## config.mk

```make
export PLATFORM = sky130hd
export DESIGN_NAME = dmem_arbiter
export DESIGN_NICKNAME = d
export VERILOG_FILES = /design/src/rtl/dmem_arb_pkg.sv /design/src/rtl/arb_sat_counter.sv /design/src/rtl/dmem_arbiter.sv
export SDC_FILE = /design/constraint.sdc
export NUM_CORES = 1
export LEC_CHECK = 0
export BUFFER_PORTS_ARGS = -buffer_cell sky130_fd_sc_hd__clkbuf_2
export CAP_MARGIN = 10
export CORE_ASPECT_RATIO = 1.4
export CORE_MARGIN = 10
export CORE_UTILIZATION = 43
export DETAILED_ROUTE_END_ITERATION = 16
export PLACE_DENSITY = 0.93
export SYNTH_ARGS = -nofsm -noshare
export SYNTH_HDL_FRONTEND = slang
export SYNTH_SLANG_ARGS = --single-unit
```

## constraint.sdc

```tcl
create_clock -name clk -period 2.44 [get_ports clk]
set_clock_uncertainty 0.15 [all_clocks]
set_input_delay 0.488 -clock clk [delete_from_list [all_inputs] [get_ports clk]]
set_output_delay 0.488 -clock clk [all_outputs]
set_load 0.01 [all_outputs]
```

## src/rtl/dmem_arb_pkg.sv

```systemverilog
// dmem_arb_pkg: shared owner encoding, default fairness limits and the
// counter width used by the data-memory arbiter.
package dmem_arb_pkg;

  // Which port owned the most recent granted cycle
  typedef enum logic {
    OWN_C = 1'b0,
    OWN_X = 1'b1
  } owner_t;

  localparam int CNT_W             = 8;
  localparam int DEF_STARVE_LIMIT  = 4;
  localparam int DEF_MAX_BURST     = 4;

endpackage

```

## src/rtl/arb_sat_counter.sv

```systemverilog
// arb_sat_counter: clearable up-counter that stops at a programmable limit.
// Used for both the starvation and the locked-burst counters.
module arb_sat_counter
#(
  parameter int W = 8
)
(
  input  logic         clk,
  input  logic         rst,
  input  logic         clr,
  input  logic         inc,
  input  logic [W-1:0] limit,
  output logic [W-1:0] count
);

  localparam logic [W-1:0] ONE = {{(W-1){1'b0}}, 1'b1};

  // Clear has priority over increment; increment holds once limit is reached
  always_ff @(posedge clk) begin
    if (!rst) begin
      count <= '0;
    end else if (clr) begin
      count <= '0;
    end else if (inc && (count < limit)) begin
      count <= count + ONE;
    end
  end

endmodule

```

## src/rtl/dmem_arbiter.sv

```systemverilog
// dmem_arbiter: shares the single data-memory port between the core (C)
// and an external master (X). Grant, mux and read data are combinational
// so the single-cycle core keeps its timing; owner, starvation and burst
// state are registered.
// Optional build macro DMEM_ARB_PERF_EN adds the perf_c_stall / perf_x_gnt
// cycle counters.
module dmem_arbiter
  import dmem_arb_pkg::*;
#(
  parameter int ADDR_W       = 32,
  parameter int DATA_W       = 32,
  parameter int STARVE_LIMIT = DEF_STARVE_LIMIT,
  parameter int MAX_BURST    = DEF_MAX_BURST
)
(
  input  logic              clk,
  input  logic              rst,
  input  logic              c_req,
  input  logic              c_we,
  input  logic [ADDR_W-1:0] c_addr,
  input  logic [DATA_W-1:0] c_wdata,
  output logic              c_gnt,
  output logic [DATA_W-1:0] c_rdata,
  output logic              c_stall,
  input  logic              x_req,
  input  logic              x_we,
  input  logic              x_lock,
  input  logic [ADDR_W-1:0] x_addr,
  input  logic [DATA_W-1:0] x_wdata,
  output logic              x_gnt,
  output logic [DATA_W-1:0] x_rdata,
  output logic              mem_we,
  output logic [ADDR_W-1:0] mem_addr,
  output logic [DATA_W-1:0] mem_wd,
  input  logic [DATA_W-1:0] mem_rd
`ifdef DMEM_ARB_PERF_EN
  ,
  output logic [31:0]       perf_c_stall,
  output logic [31:0]       perf_x_gnt
`endif
);

  localparam logic [CNT_W-1:0] STARVE_LIM = CNT_W'(STARVE_LIMIT);
  localparam logic [CNT_W-1:0] BURST_LIM  = CNT_W'(MAX_BURST);
  localparam logic [CNT_W-1:0] CNT_MAX    = '1;

  owner_t           owner;
  logic [CNT_W-1:0] starve_cnt;
  logic [CNT_W-1:0] burst_cnt;
  logic             grant_c;
  logic             grant_x;
  logic             burst_step;

  // Priority grant: locked burst continuation, then starved/uncontested X, then C
  always_comb begin
    grant_c = 1'b0;
    grant_x = 1'b0;
    if (rst) begin
      if ((owner == OWN_X) && x_lock && x_req && (burst_cnt < BURST_LIM)) begin
        grant_x = 1'b1;
      end else if (x_req && ((starve_cnt == STARVE_LIM) || !c_req)) begin
        grant_x = 1'b1;
      end else if (c_req) begin
        grant_c = 1'b1;
      end
    end
  end

  // Steer the winner onto the memory port; idle port drives zeros
  always_comb begin
    mem_we   = 1'b0;
    mem_addr = '0;
    mem_wd   = '0;
    if (grant_x) begin
      mem_we   = x_we;
      mem_addr = x_addr;
      mem_wd   = x_wdata;
    end else if (grant_c) begin
      mem_we   = c_we;
      mem_addr = c_addr;
      mem_wd   = c_wdata;
    end
  end

  assign c_gnt      = grant_c;
  assign x_gnt      = grant_x;
  assign c_stall    = rst & c_req & ~grant_c;
  assign c_rdata    = mem_rd;
  assign x_rdata    = mem_rd;
  assign burst_step = grant_x & x_lock;

  // Remember who won the last granted cycle; idle cycles keep the owner
  always_ff @(posedge clk) begin
    if (!rst) begin
      owner <= OWN_C;
    end else if (grant_x) begin
      owner <= OWN_X;
    end else if (grant_c) begin
      owner <= OWN_C;
    end
  end

  arb_sat_counter #(.W(CNT_W)) u_starve_cnt (
    .clk   (clk),
    .rst   (rst),
    .clr   (grant_x),
    .inc   (x_req),
    .limit (STARVE_LIM),
    .count (starve_cnt)
  );

  arb_sat_counter #(.W(CNT_W)) u_burst_cnt (
    .clk   (clk),
    .rst   (rst),
    .clr   (~burst_step),
    .inc   (burst_step),
    .limit (CNT_MAX),
    .count (burst_cnt)
  );

`ifdef DMEM_ARB_PERF_EN
  // Free-running wrap-around counts of core stall cycles and X grants
  always_ff @(posedge clk) begin
    if (!rst) begin
      perf_c_stall <= '0;
      perf_x_gnt   <= '0;
    end else begin
      if (c_stall) perf_c_stall <= perf_c_stall + 32'd1;
      if (grant_x) perf_x_gnt   <= perf_x_gnt + 32'd1;
    end
  end
`endif

endmodule

```

---- Yosys cells after proc, flatten, opt, wreduce, memory -nomap -nowiden ----
Index checks and enable logic that the tools add are counted.
word-level totals
  word-level logic and storage cells ...... 40
  input bits .............................. 167
  output and inout bits ................... 132
  flip-flop bits (word level) ............. 17
operators by class
  magnitude comparators ................... 3
  add/sub/neg operators ................... 2
  equality and inequality tests ........... 1
  mux-type cells .......................... 15
  reduce and logical (&&, ||, !) cells .... 11
  bitwise logic cells ..................... 5
operators by type and width
  operator               count
  $mux W32               4
  $add A8 B1 Y8 const B  2
  $lt A8 B3 Y1 const B   2
  $mux W1                11
  $eq A8 B3 Y1 const B   1
  $lt A8 B8 Y1 const B   1
  $logic_and A1 B1 Y1    6
  $and A1 B1 Y1          3
  $not A1 Y1             2
  $reduce_and A2 Y1      1
  $reduce_bool A2 Y1     1
  $reduce_or A2 Y1       1
  $logic_not A1 Y1       1
  $logic_or A1 B1 Y1     1

---- Longest topological paths before layout ----
  depth in word-level cells ............... 8
  gate-level depth with buffers ........... 8
  depth with buffers taken out ............ 5

---- Modules after synthesis ----
A second synthesis with hierarchy kept.
second synthesis, totals
  cells, all modules ...................... 617
  area, all modules ....................... 4229.1 sq um
modules (own cells, without submodules)
  module                           instances  seq. area each (sq um)  area each (sq um)  cells an instance
  dmem_arbiter                     1          20.0                    3046.7             485
  arb_sat_counter at u_starve_cnt  1          160.2                   595.6              66
  arb_sat_counter at u_burst_cnt   1          160.2                   586.8              66

---- Least setup slack after synthesis ----
No wires, ideal clock.
  path type ............................... register -> output
  start point ............................. register u_starve_cnt.count[0]
  end point ............................... output mem_addr[0]
  stages on the path, launching flop included .. 8
  buffers on the path ..................... 2
  slack ................................... 325 ps
  required time ........................... 1802 ps
  arrival ................................. 1477 ps
  cell sequence ........................... dfxtp_1 inv_1 ha_1 nand4_1 clkbuf_1 clkbuf_1 nand4_1 nand3_2
between the ends
  word-level cells in the longest chain between the ends .. 8
  elaborated cells on any way between the ends .. 11
  classes of those cells .................. eq/ne (1); mux (8); reduce/logical (2)
ends and longest elaborated chain
  item                     RTL line               source
  from (decl)              arb_sat_counter.sv:13  output logic [W-1:0] count
  from (signal assigned)   arb_sat_counter.sv:25  count <= count + ONE;
  $eq A8 B3 Y1 (*)         dmem_arbiter.sv:61     end else if (x_req && ((starve_cnt == STARVE_LIM) || !c_req)) begin
  $logic_or A1 B1 Y1 (*)   dmem_arbiter.sv:61
  $logic_and A1 B1 Y1 (*)  dmem_arbiter.sv:61
  $mux W1                  dmem_arbiter.sv:61
  $mux W1                  dmem_arbiter.sv:59     if ((owner == OWN_X) && x_lock && x_req && (burst_cnt < BURST_LIM)) begin
  $mux W1                  dmem_arbiter.sv:58     if (rst) begin
  $mux W32                 dmem_arbiter.sv:78     end else if (grant_c) begin
  $mux W32 (*)             dmem_arbiter.sv:74     if (grant_x) begin
  to (decl)                dmem_arbiter.sv:33     output logic [ADDR_W-1:0] mem_addr,
Every way passes the cells marked *; elsewhere a longest branch is shown, timed or not.

---- Worst setup path after layout ----
  start point ............................. register u_burst_cnt.count[6]
  end point ............................... output mem_wd[7]
between the ends
  word-level cells in the longest chain between the ends .. 6
  elaborated cells on any way between the ends .. 8
  classes of those cells .................. order compare (1); mux (6); reduce/logical (1)
ends and longest elaborated chain
  item                     RTL line               source
  from (decl)              arb_sat_counter.sv:13
  from (signal assigned)   arb_sat_counter.sv:25
  $lt A8 B3 Y1 (*)         dmem_arbiter.sv:59
  $logic_and A1 B1 Y1 (*)  dmem_arbiter.sv:59
  $mux W1                  dmem_arbiter.sv:59
  $mux W1                  dmem_arbiter.sv:58
  $mux W32                 dmem_arbiter.sv:78
  $mux W32 (*)             dmem_arbiter.sv:74
  to (decl)                dmem_arbiter.sv:34     output logic [DATA_W-1:0] mem_wd,
Marks and branches as above.

==> flow_metrics.tcl <==
set metrics [dict create \
    drt_iter0_markers 410 \
    synth-main-ff-cell "dfxtp_1" \
    tritoncts "yes" \
    area_growth_pct 25.5 \
    final_nets 826 \
    syn_avg_cell_area_um2 7.79 \
    clock_power_share_pct 23.8 \
    status "complete, no violations" \
    synth_edf_count 0 \
    via_count 5211 \
    powerDensity_mw_per_mm2 256 \
    diodes 0 \
    core-area_mm2 0.00985 \
    layout_commonest_cell "clkbuf_2" \
    max_cap_viol_count 0 \
    switching_power_uw 521 \
    cts.sinks 17 \
    timing.setup.tns_ps 0 \
    ant_nets 0 \
    cp.arrival_ps 1790 \
    dr.pass1.iters 5 \
    synth_top_area_share_pct 14.6 \
    drc 0 \
    grt_use_total_pct 21.0 \
    grt_max_degree 74 \
    p_total_mw 1.38 \
    netlist_area_mm2 0.00429 \
    finalCritPeriodShare_pct 99.5 \
    die_y_um 138 \
    fillers 894 \
    crit_fanout 15 \
    drt_wl_total_mm 17.7 \
    hold_class "reg2reg" \
    r2r-start "u_burst_cnt.count[6]$_SDFFE_PN0P_" \
    seq_power_share_pct 20.7 \
    syn-num-nets 720 \
    cp-start-kind "register" \
    grt_overflow_total 0 \
    hold_end "u_starve_cnt.count[6]$_SDFFE_PP0P_" \
    rsz0062_at_grt "true" \
    die_w_um 104 \
    fin_cells 790 \
    synthCells 550 \
    clock-root-buffer "clkbuf_16" \
    stdcell_area_mm2 0.00538 \
    synth-seq-area-share_pct 7.94 \
    max_freq_ghz 0.412 \
    tightestPinTransition_ps 433 \
    final_core_utilization_pct 54.6 \
    ff2ff_setup_slack_ps 440 \
    grt_pass1_vias 4995 \
    finalMaxSlewViolations 0 \
    cts_buffers 3 \
    ctsHoldBuffers 0 \
    rows 43 \
    final_cell_mix "clkbuf_2 (153), and3_1 (73), nand4_1 (67)" \
    ir_drop_uv 373 \
    dp_cells 775 \
    internal-power_uw 858 \
    synth_cell_type_count 37 \
    drive_gt1_share_pct 55.1 \
    worstHoldStart "u_starve_cnt.count[6]$_SDFFE_PP0P_" \
    switching_share_pct 37.8 \
    cts.htree.levels 1 \
    hold_violations 0 \
    synth-seq-cells 17 \
    ys_async_sr_fraction_pct 0 \
    slew-limit-headroom_pct 71.0 \
    crit_path_end_kind "primary output" \
    rr_worst_depth 6 \
    dpl_worst_slack_ps 109 \
    place_hpwl_mm 12.0 \
    ys_warn_count 0 \
    fin_crit_ps 2430 \
    clk_pin_slew_ps 50 \
    via_per_inst 6.60 \
    dpl_cell_area_mm2 0.00499 \
    hold-path-cell-count 1 \
    dieArea_mm2 0.0144 \
    initial_utilization_pct 43.5 \
    setup_viol 0 \
    clk_latency_ps 250 \
    grt_pass1_wl_mm 26.2 \
    clk_path_buf_depth 2 \
    portBuffers 202 \
    crit_required_ps 1800 \
    fin_ws_ps 11.2 \
    gp_congestion 0.867 \
    combPwrFrac_pct 55.5 \
    hold-worst-slack_ps 335 \
    rr_endpoint "u_burst_cnt.count[4]$_SDFFE_PN0P_" \
    power_leakage_nw 2.90 \
    timing_worst_setup_path_type "reg2out" \
    ios 299 \
    yosys.area.top_type "o211ai_2" \
    antenna_found_initial 0 \
    wl_per_cell_um 22.4 \
    synthTopCellsByArea "o211ai_2 (15%), buf_4 (13%), nand3_2 (12%)" \
]
## registers in the layout, summed over array words and instances, names as in the netlist
| register | cells |
|---|---|
| owner | 1 |
| u_burst_cnt.count | 8 |
| u_starve_cnt.count | 8 |
## power groups by stage
stage	clock network [mW]	logic (mW)	registers, mW
finish	0.329	0.765	0.285
detailed placement	0	0.699	0.291
CTS	0.329	0.704	0.285
floorplan	0	0.480	0.290
global placement	0	0.687	0.291
global route	0.339	0.818	0.285
## per-layer routing
layer  share of wire, %  vias up  routed length (um)  global-route usage (%)
li1                   -     2313                   -                       -
met4                5.8        0                1030                    13.8
met3                7.6      106                1350                    3.86
met5                  0        -                   0                       0
met2                 52      313                9150                    37.3
met1                 35     2479                6150                    21.9
## cells by family (layout without fill, tap and decap cells)
family | count (synthesis) | count (layout) | synth area share (%)
xor gates and xnor gates | 3 | 3 | 0.613
and+or+nand+nor | 239 | 239 | 38.5
muxes | 2 | 2 | 0.496
AOI/OAI and AO/OA | 143 | 143 | 29.6
DFF | 17 | 17 | 7.94
buffers and inverters | 143 | 248 | 22.0
adders and majority gates | 3 | 3 | 0.876
## Yosys cell counts, types with 2 or more instances
library cell	n
a211oi_1	3
a21oi_1	2
a31oi_1	65
and2_1	5
and3_1	73
and4_1	2
buf_12	6
buf_2	10
buf_4	75
buf_6	2
clkbuf_1	45
dfxtp_1	17
ha_1	3
inv_1	5
nand2_1	3
nand3_1	18
nand3_2	50
nand4_1	67
nor2_1	11
nor2b_1	2
nor3_1	4
nor4b_2	2
o211ai_1	15
o211ai_2	50
o21ai_0	2
xnor2_1	2
## area by class of cell
cell class                      count  area, um^2  share of cell area (%)
Clock buffer                        4        78.8                    1.47
Inverter                            5        18.8                   0.349
Multi-Input combinational cell    390        3050                    56.7
Sequential cell                    17         347                    6.44
Tap cell                          135         169                    3.14
Timing Repair Buffer              239        1710                    31.9
## worst max-delay path, cell delays in order (launching register included)
cell,delay [ps]
dfxtp_1,350
nor4b_4,320
and2_4,320
clkbuf_16,240
o211ai_1,110
nand3_1,70
buf_2,130
## worst max-delay path by stage
stage	to	slack, ps	from
final	mem_wd[7]	10	u_burst_cnt.count[6]$_SDFFE_PN0P_
after floorplan	mem_addr[0]	330	u_starve_cnt.count[0]$_SDFFE_PP0P_
after global placement	c_gnt	140	x_lock
after CTS	mem_addr[31]	2	u_burst_cnt.count[3]$_SDFFE_PN0P_
after global routing	mem_wd[7]	-50	u_burst_cnt.count[6]$_SDFFE_PN0P_
after detailed placement	c_gnt	110	x_lock
## timing repair
item / in CTS / in global routing
buffers inserted: 3 / 4
setup endpoints to repair: 59 / 67
pin swaps: 2 / 5
hold endpoints to repair: 0 / 0
gates cloned: 0 / 4
gates resized for setup: 3 / 81
Power figures use the tool's default switching activity.
